### src/rtl/shifter_pkg.sv
// shifter_pkg: shared definitions for the pipelined barrel shifter.
//   op_t        - 2-bit operation code (SLL, SRL, SRA, ROR)
//   stage_shift - shift distance applied by pipeline stage k (2^k)
package shifter_pkg;

  typedef enum logic [1:0] {
    OP_SLL = 2'b00,
    OP_SRL = 2'b01,
    OP_SRA = 2'b10,
    OP_ROR = 2'b11
  } op_t;

  function automatic int unsigned stage_shift(input int unsigned k);
    return 32'd1 << k;
  endfunction

endpackage

### src/rtl/shift_stage.sv
// shift_stage: one registered stage of the barrel shifter. It shifts the
// incoming payload by 2^K when amt[K] is set and updates the carry. The
// payload and valid bit are then held in a register that follows the
// pipeline load rule.
// Ports:
//   clk, rst       clock, synchronous active-high reset
//   load_i         stage may load (it is empty or the downstream stage loads)
//   up_*_i         payload and valid bit from the upstream stage
//   valid_o, *_o   registered payload of this stage
//   nxt_data_o     combinational shifted data (the value about to be loaded)
module shift_stage
  import shifter_pkg::*;
#(
  parameter  int unsigned W  = 8,
  parameter  int unsigned K  = 0,
  localparam int unsigned SW = $clog2(W)
) (
  input  logic          clk,
  input  logic          rst,
  input  logic          load_i,
  input  logic          up_valid_i,
  input  logic [W-1:0]  up_data_i,
  input  logic [SW-1:0] up_amt_i,
  input  op_t           up_op_i,
  input  logic          up_sign_i,
  input  logic          up_carry_i,
  output logic          valid_o,
  output logic [W-1:0]  data_o,
  output logic [SW-1:0] amt_o,
  output op_t           op_o,
  output logic          sign_o,
  output logic          carry_o,
  output logic [W-1:0]  nxt_data_o
);

  localparam int unsigned S = stage_shift(K);

  typedef struct packed {
    logic [W-1:0]  data;
    logic [SW-1:0] amt;
    op_t           op;
    logic          sign;
    logic          carry;
  } payload_t;

  payload_t payload_q, payload_d;
  logic     valid_q;

  logic [2*W-1:0] ext_sra;
  logic [2*W-1:0] ext_ror;
  logic [W-1:0]   sh_data;
  logic           sh_carry;

  // Sign-extended and doubled copies let SRA and ROR be taken as one slice.
  assign ext_sra = {{W{up_sign_i}}, up_data_i};
  assign ext_ror = {up_data_i, up_data_i};

  always_comb begin
    sh_data  = up_data_i;
    sh_carry = up_carry_i;
    if (up_amt_i[K]) begin
      case (up_op_i)
        OP_SLL: begin
          sh_data  = up_data_i << S;
          sh_carry = up_data_i[W-S];
        end
        OP_SRL: begin
          sh_data  = up_data_i >> S;
          sh_carry = up_data_i[S-1];
        end
        OP_SRA: begin
          sh_data  = ext_sra[S +: W];
          sh_carry = up_data_i[S-1];
        end
        OP_ROR: begin
          // The bit that lands in position W-1 is d[S-1].
          sh_data  = ext_ror[S +: W];
          sh_carry = up_data_i[S-1];
        end
      endcase
    end
  end

  always_comb begin
    payload_d       = '0;
    payload_d.data  = sh_data;
    payload_d.amt   = up_amt_i;
    payload_d.op    = up_op_i;
    payload_d.sign  = up_sign_i;
    payload_d.carry = sh_carry;
  end

  // The payload only changes on a real capture, so a bubble moving in
  // leaves the last result in place.
  always_ff @(posedge clk) begin
    if (rst) begin
      valid_q   <= 1'b0;
      payload_q <= '0;
    end else if (load_i) begin
      valid_q <= up_valid_i;
      if (up_valid_i) begin
        payload_q <= payload_d;
      end
    end
  end

  assign valid_o    = valid_q;
  assign data_o     = payload_q.data;
  assign amt_o      = payload_q.amt;
  assign op_o       = payload_q.op;
  assign sign_o     = payload_q.sign;
  assign carry_o    = payload_q.carry;
  assign nxt_data_o = sh_data;

endmodule

### src/rtl/pipelined_barrel_shifter.sv
// pipelined_barrel_shifter: a W-bit shifter with SLL/SRL/SRA/ROR, built from
// one registered stage per shift-amount bit and a valid/ready handshake on
// both sides. Throughput is one op per cycle and latency is SW cycles.
// Ports:
//   clk, rst                          clock, synchronous active-high reset
//   in_valid/in_ready                 input handshake
//   in_data, in_amt, in_op            operand, shift amount, operation
//   out_valid/out_ready               output handshake
//   out_data, out_carry, out_zero     result, last bit shifted out, zero flag
module pipelined_barrel_shifter
  import shifter_pkg::*;
#(
  parameter  int unsigned W  = 8,
  localparam int unsigned SW = $clog2(W)
) (
  input  logic          clk,
  input  logic          rst,
  input  logic          in_valid,
  output logic          in_ready,
  input  logic [W-1:0]  in_data,
  input  logic [SW-1:0] in_amt,
  input  logic [1:0]    in_op,
  output logic          out_valid,
  input  logic          out_ready,
  output logic [W-1:0]  out_data,
  output logic          out_carry,
  output logic          out_zero
);

  // Index 0 is the pipeline input, index k+1 is the output of stage k.
  logic          v     [SW+1];
  logic [W-1:0]  data  [SW+1];
  logic [SW-1:0] amt   [SW+1];
  op_t           op    [SW+1];
  logic          sign  [SW+1];
  logic          carry [SW+1];
  logic [W-1:0]  nxt   [SW];
  logic [SW-1:0] ld;
  logic          zero_q;

  assign v[0]     = in_valid;
  assign data[0]  = in_data;
  assign amt[0]   = in_amt;
  assign op[0]    = op_t'(in_op);
  assign sign[0]  = in_data[W-1];
  assign carry[0] = 1'b0;

  // Ready chain, evaluated from the output back towards the input: a stage
  // loads when it is empty or its successor loads this cycle.
  always_comb begin
    ld       = '0;
    ld[SW-1] = !v[SW] || out_ready;
    for (int unsigned j = 1; j < SW; j++) begin
      ld[SW-1-j] = !v[SW-j] || ld[SW-j];
    end
  end

  for (genvar k = 0; k < SW; k++) begin : g_stage
    shift_stage #(
      .W (W),
      .K (k)
    ) u_stage (
      .clk        (clk),
      .rst        (rst),
      .load_i     (ld[k]),
      .up_valid_i (v[k]),
      .up_data_i  (data[k]),
      .up_amt_i   (amt[k]),
      .up_op_i    (op[k]),
      .up_sign_i  (sign[k]),
      .up_carry_i (carry[k]),
      .valid_o    (v[k+1]),
      .data_o     (data[k+1]),
      .amt_o      (amt[k+1]),
      .op_o       (op[k+1]),
      .sign_o     (sign[k+1]),
      .carry_o    (carry[k+1]),
      .nxt_data_o (nxt[k])
    );
  end

  // Zero flag is taken from the data entering the last stage so it is
  // registered alongside out_data.
  always_ff @(posedge clk) begin
    if (rst) begin
      zero_q <= 1'b0;
    end else if (ld[SW-1] && v[SW-1]) begin
      zero_q <= (nxt[SW-1] == '0);
    end
  end

  assign in_ready  = ld[0] && !rst;
  assign out_valid = v[SW];
  assign out_data  = data[SW];
  assign out_carry = carry[SW];
  assign out_zero  = zero_q;

endmodule

### config.mk
export PLATFORM = sky130hd
export DESIGN_NAME = pipelined_barrel_shifter
export DESIGN_NICKNAME = d
export VERILOG_FILES = /design/src/rtl/shifter_pkg.sv /design/src/rtl/shift_stage.sv /design/src/rtl/pipelined_barrel_shifter.sv
export SDC_FILE = /design/constraint.sdc
export NUM_CORES = 1
export LEC_CHECK = 0
export ABC_AREA = 1
export CAP_MARGIN = 20
export CORE_MARGIN = 5
export CORE_UTILIZATION = 55
export CTS_BUF_LIST = sky130_fd_sc_hd__clkbuf_4 sky130_fd_sc_hd__clkbuf_8
export DETAILED_ROUTE_END_ITERATION = 8
export GPL_ROUTABILITY_DRIVEN = 0
export PLACE_DENSITY = 0.81
export REMOVE_ABC_BUFFERS = 1
export SLEW_MARGIN = 20
export SYNTH_ARGS = -nofsm -noshare
export SYNTH_HDL_FRONTEND = slang
export SYNTH_SLANG_ARGS = --single-unit
### constraint.sdc
create_clock -name clk -period 1.2 [get_ports clk]
set_input_delay 0.24 -clock clk [delete_from_list [all_inputs] [get_ports clk]]
set_output_delay 0.24 -clock clk [all_outputs]
set_load 0.05 [all_outputs]
==> flow_summary.toml <==
[cells_and_area]
register_area_um2 = 822
n_fill_cell = 172
finalCoreUtilization = 0.871
fin_nets = 344
drive_gt1_frac = 0.341
final_cells = 374
multi_input_comb_area_um2 = 1080
n_antenna_cell = 0
syn_to_final_growth_pct = 51.7

[timing]
fmax_mhz = 676
final-setup-viol-count = 24
slew_violations = 0
tns_ps = -2890
hold_viol_final = 0
rsz0062_at_grt = "yes"
tightest_slew_ps = 396
hold-worst-slack_ps = 446
fin_skew_ps = 16.9
slew_headroom = 0.735
worst_slack_ps = -279
period_share = 1.23
post-route-min-period_ps = 1480

[floorplanning]
die-area_um2 = 4790
initial_utilization = 0.574
die_w_um = 69.2
rows = 21
die_y_um = 69.2
placeableCoreArea_um2 = 3360
boundaryPins = 29

[clock_tree]
root_buffer = "clkbuf_4"
htreeDepth = 2
cts_inserted_buffers = 5
cts_tree = "done"
cts_sinks = 40
path_clk_slew_ps = 130
clockBufferDepth = 2
clk_latency_ps = 360
ctsHoldBuffers = 0

[synthesis]
synth_top_cell_by_area = "dfxtp_1"
synthesis.area_um2 = 1930
synth_area_leaders = "dfxtp_1 41%, a21oi_1 14%, o21ai_0 13%, nand2_1 6.0%, nor2_1 4.7%"
synth-edff-count = 0
synth-async-reset-ratio = 0
yosysUniqueCellTypes = 24
ys_warn_count = 0
yosys.area.top_type_share = 0.415
yosysSeqAreaShare = 0.415
synth.most_common_cell = "a21oi_1"
synthesis.instances = 272
ys_ff_latch = 40
post_synth.cell_area_avg_um2 = 7.10
synth_common_cells = "54 x a21oi_1, 52 x o21ai_0, 40 x dfxtp_1"
synth_ff_type = "dfxtp_1"

[critical_path]
crit_type = "reg -> out"
rrSetupSlack_ps = -190
ff2ff_path_depth = 7
crit_chain = "nand4_1 -> buf_4 -> nand2_2 -> inv_2 -> buf_12"
critPathRequiredTime_ps = 960
cp_slowest_cell = "dfxtp_2"
endpoint_kind = "primary output"
timing.rr.start = "g_stage[2].u_stage.valid_o"
cp_num_buf_inv = 3
cp.arrival_ps = 1240
cp_slowest_stage_delay_ps = 360
worstSetupStartpointType = "register"
rr_endpoint = "g_stage[2].u_stage.data_o[6]"
cp_max_fo = 2
cp_top_family = "flip-flops"

[hold_path]
hold_depth = 5
min_from = "out_ready"
min_to = "g_stage[0].u_stage.valid_o"
hp-class = "in -> reg"

[global_routing]
grt_max_degree = 37
grt_pass1_vias = 2098
grt_pass1_wl_mm = 9.78
antenna_found_initial = 0
grt.overflow.total = 0
grt_usage = 0.247

[routing]
ant_nets = 0
vias_per_cell = 6.37
drt-wirelength-per-cell_um = 19.1
firstDrtPassIters = 7
vias = 2383
first_iter_violations = 327
drc_errors = 0
drt_wl_total_mm = 7.16

[place]
port_buffers = 28
dp.cells = 350
dp_hpwl_mm = 3.77

[pwr]
switching_power_uw = 1040
power_density_nw_per_um2 = 1250
clkPwrFrac = 0.365
p_int_uw = 2630
leakage_uw = 0.00118
peakVddDrop_mv = 1.63
p_seq_frac = 0.414
p_comb_frac = 0.221
p_sw_frac = 0.283

[status]
failed_checks = "negative setup slack"
status = "finished, violations left"

[run]
drv_cap = 0
## how the worst max path moves through the flow
stage / from / slack [ps] / cells past startpoint / end
2_1_floorplan: g_stage[2].u_stage.valid_o / -410 / 5 / g_stage[1].u_stage.data_o[0]
3_3_place_gp: out_ready / -310 / 7 / g_stage[2].u_stage.carry_o
3_5_place_dp: out_ready / -420 / 7 / g_stage[2].u_stage.data_o[2]
4_1_cts: g_stage[1].u_stage.valid_o / -240 / 5 / in_ready
5_1_grt: g_stage[1].u_stage.valid_o / -300 / 5 / in_ready
6_report: g_stage[2].u_stage.valid_o / -280 / 5 / in_ready
## tightest hold or removal path, stage by stage
cell and delay (ps):
dlygate4sd2_1 210, inv_2 40, nand4_1 110, buf_4 120
a21oi_1 60
## power groups by stage
| stage | sequential (uW) | clock, uW | combinational (uW) |
|---|---|---|---|
| after floorplan | 1560 | 0 | 279 |
| after global placement | 1520 | 0 | 614 |
| after detailed placement | 1520 | 0 | 636 |
| after CTS | 1500 | 1330 | 684 |
| after global routing | 1520 | 1400 | 855 |
| final | 1520 | 1340 | 809 |
## cell families (layout without fill, tap and decap cells)
logic type	count (synthesis)	after routing	synth area share
simple gates	77	77	0.176
buf+inv	40	96	0.100
flops	40	40	0.415
compound gates	115	115	0.309
## what timing repair did
item | CTS | global route
endpoints found under the setup margin | 14 | 38
setup buffers | 8 | 9
resized for setup | 35 | 51
pin swaps | 9 | 14
gates cloned | 1 | 2
## cell type report
type                       instances  area share
multi-input combinational        192       0.369
clock inverter                     3      0.0308
tap                               46      0.0196
clock buffer                       5      0.0128
timing repair buffer              65       0.251
timing repair inverter             1     0.00256
sequential                        40       0.281
inverter                          22      0.0342
## placed cells by master, fill, tap and decap left out
cell type,Yosys,routed
nand2_8,0,3
nor2_2,1,3
nor2_4,2,2
inv_2,2,4
nand2_1,31,23
buf_8,0,1
a21oi_2,1,6
o211a_1,1,1
a31oi_1,3,3
inv_4,0,1
dfxtp_4,0,3
dfxtp_2,0,8
clkbuf_4,0,6
dlygate4sd2_1,0,1
clkinvlp_4,0,2
a21oi_4,0,2
inv_1,19,13
o21ai_2,1,7
bufinv_16,0,3
nand3_1,12,12
clkinv_2,1,1
o21ai_0,52,33
nand4_1,2,2
inv_6,0,2
clkbuf_16,0,1
nor2_1,24,22
dfxtp_1,40,29
or2_2,2,2
buf_6,0,2
buf_4,10,30
o31ai_4,0,1
buf_12,0,14
o21ai_1,1,14
clkdlybuf4s50_1,0,15
nand2_2,3,8
o211ai_1,1,1
a21oi_1,54,47
## metrics by stage
step	worst slack [ps]	area [um^2]	power [uW]
floorplan	-410	1820	1840
global placement	-314	2480	2140
detailed placement	-420	2480	2160
CTS	-244	2740	3510
global route	-299	2930	3780
finish	-279	2930	3660
## metal layers
layer,share of wire,GRT usage,vias to the layer above
met5,0,0,-
met4,0.062,0.113,0
met3,0.12,0.0435,62
met2,0.47,0.407,201
met1,0.35,0.312,1077
li1,-,-,1043
## state kept, by name, indices dropped and copies added, names as in the netlist
register and flops:
g_stage.u_stage.sign_o 2, g_stage.u_stage.data_o 24, g_stage.u_stage.amt_o 3, g_stage.u_stage.op_o 4
out_zero 1, g_stage.u_stage.carry_o 3, g_stage.u_stage.valid_o 3
Note: power is estimated with default switching activity, not from simulation.
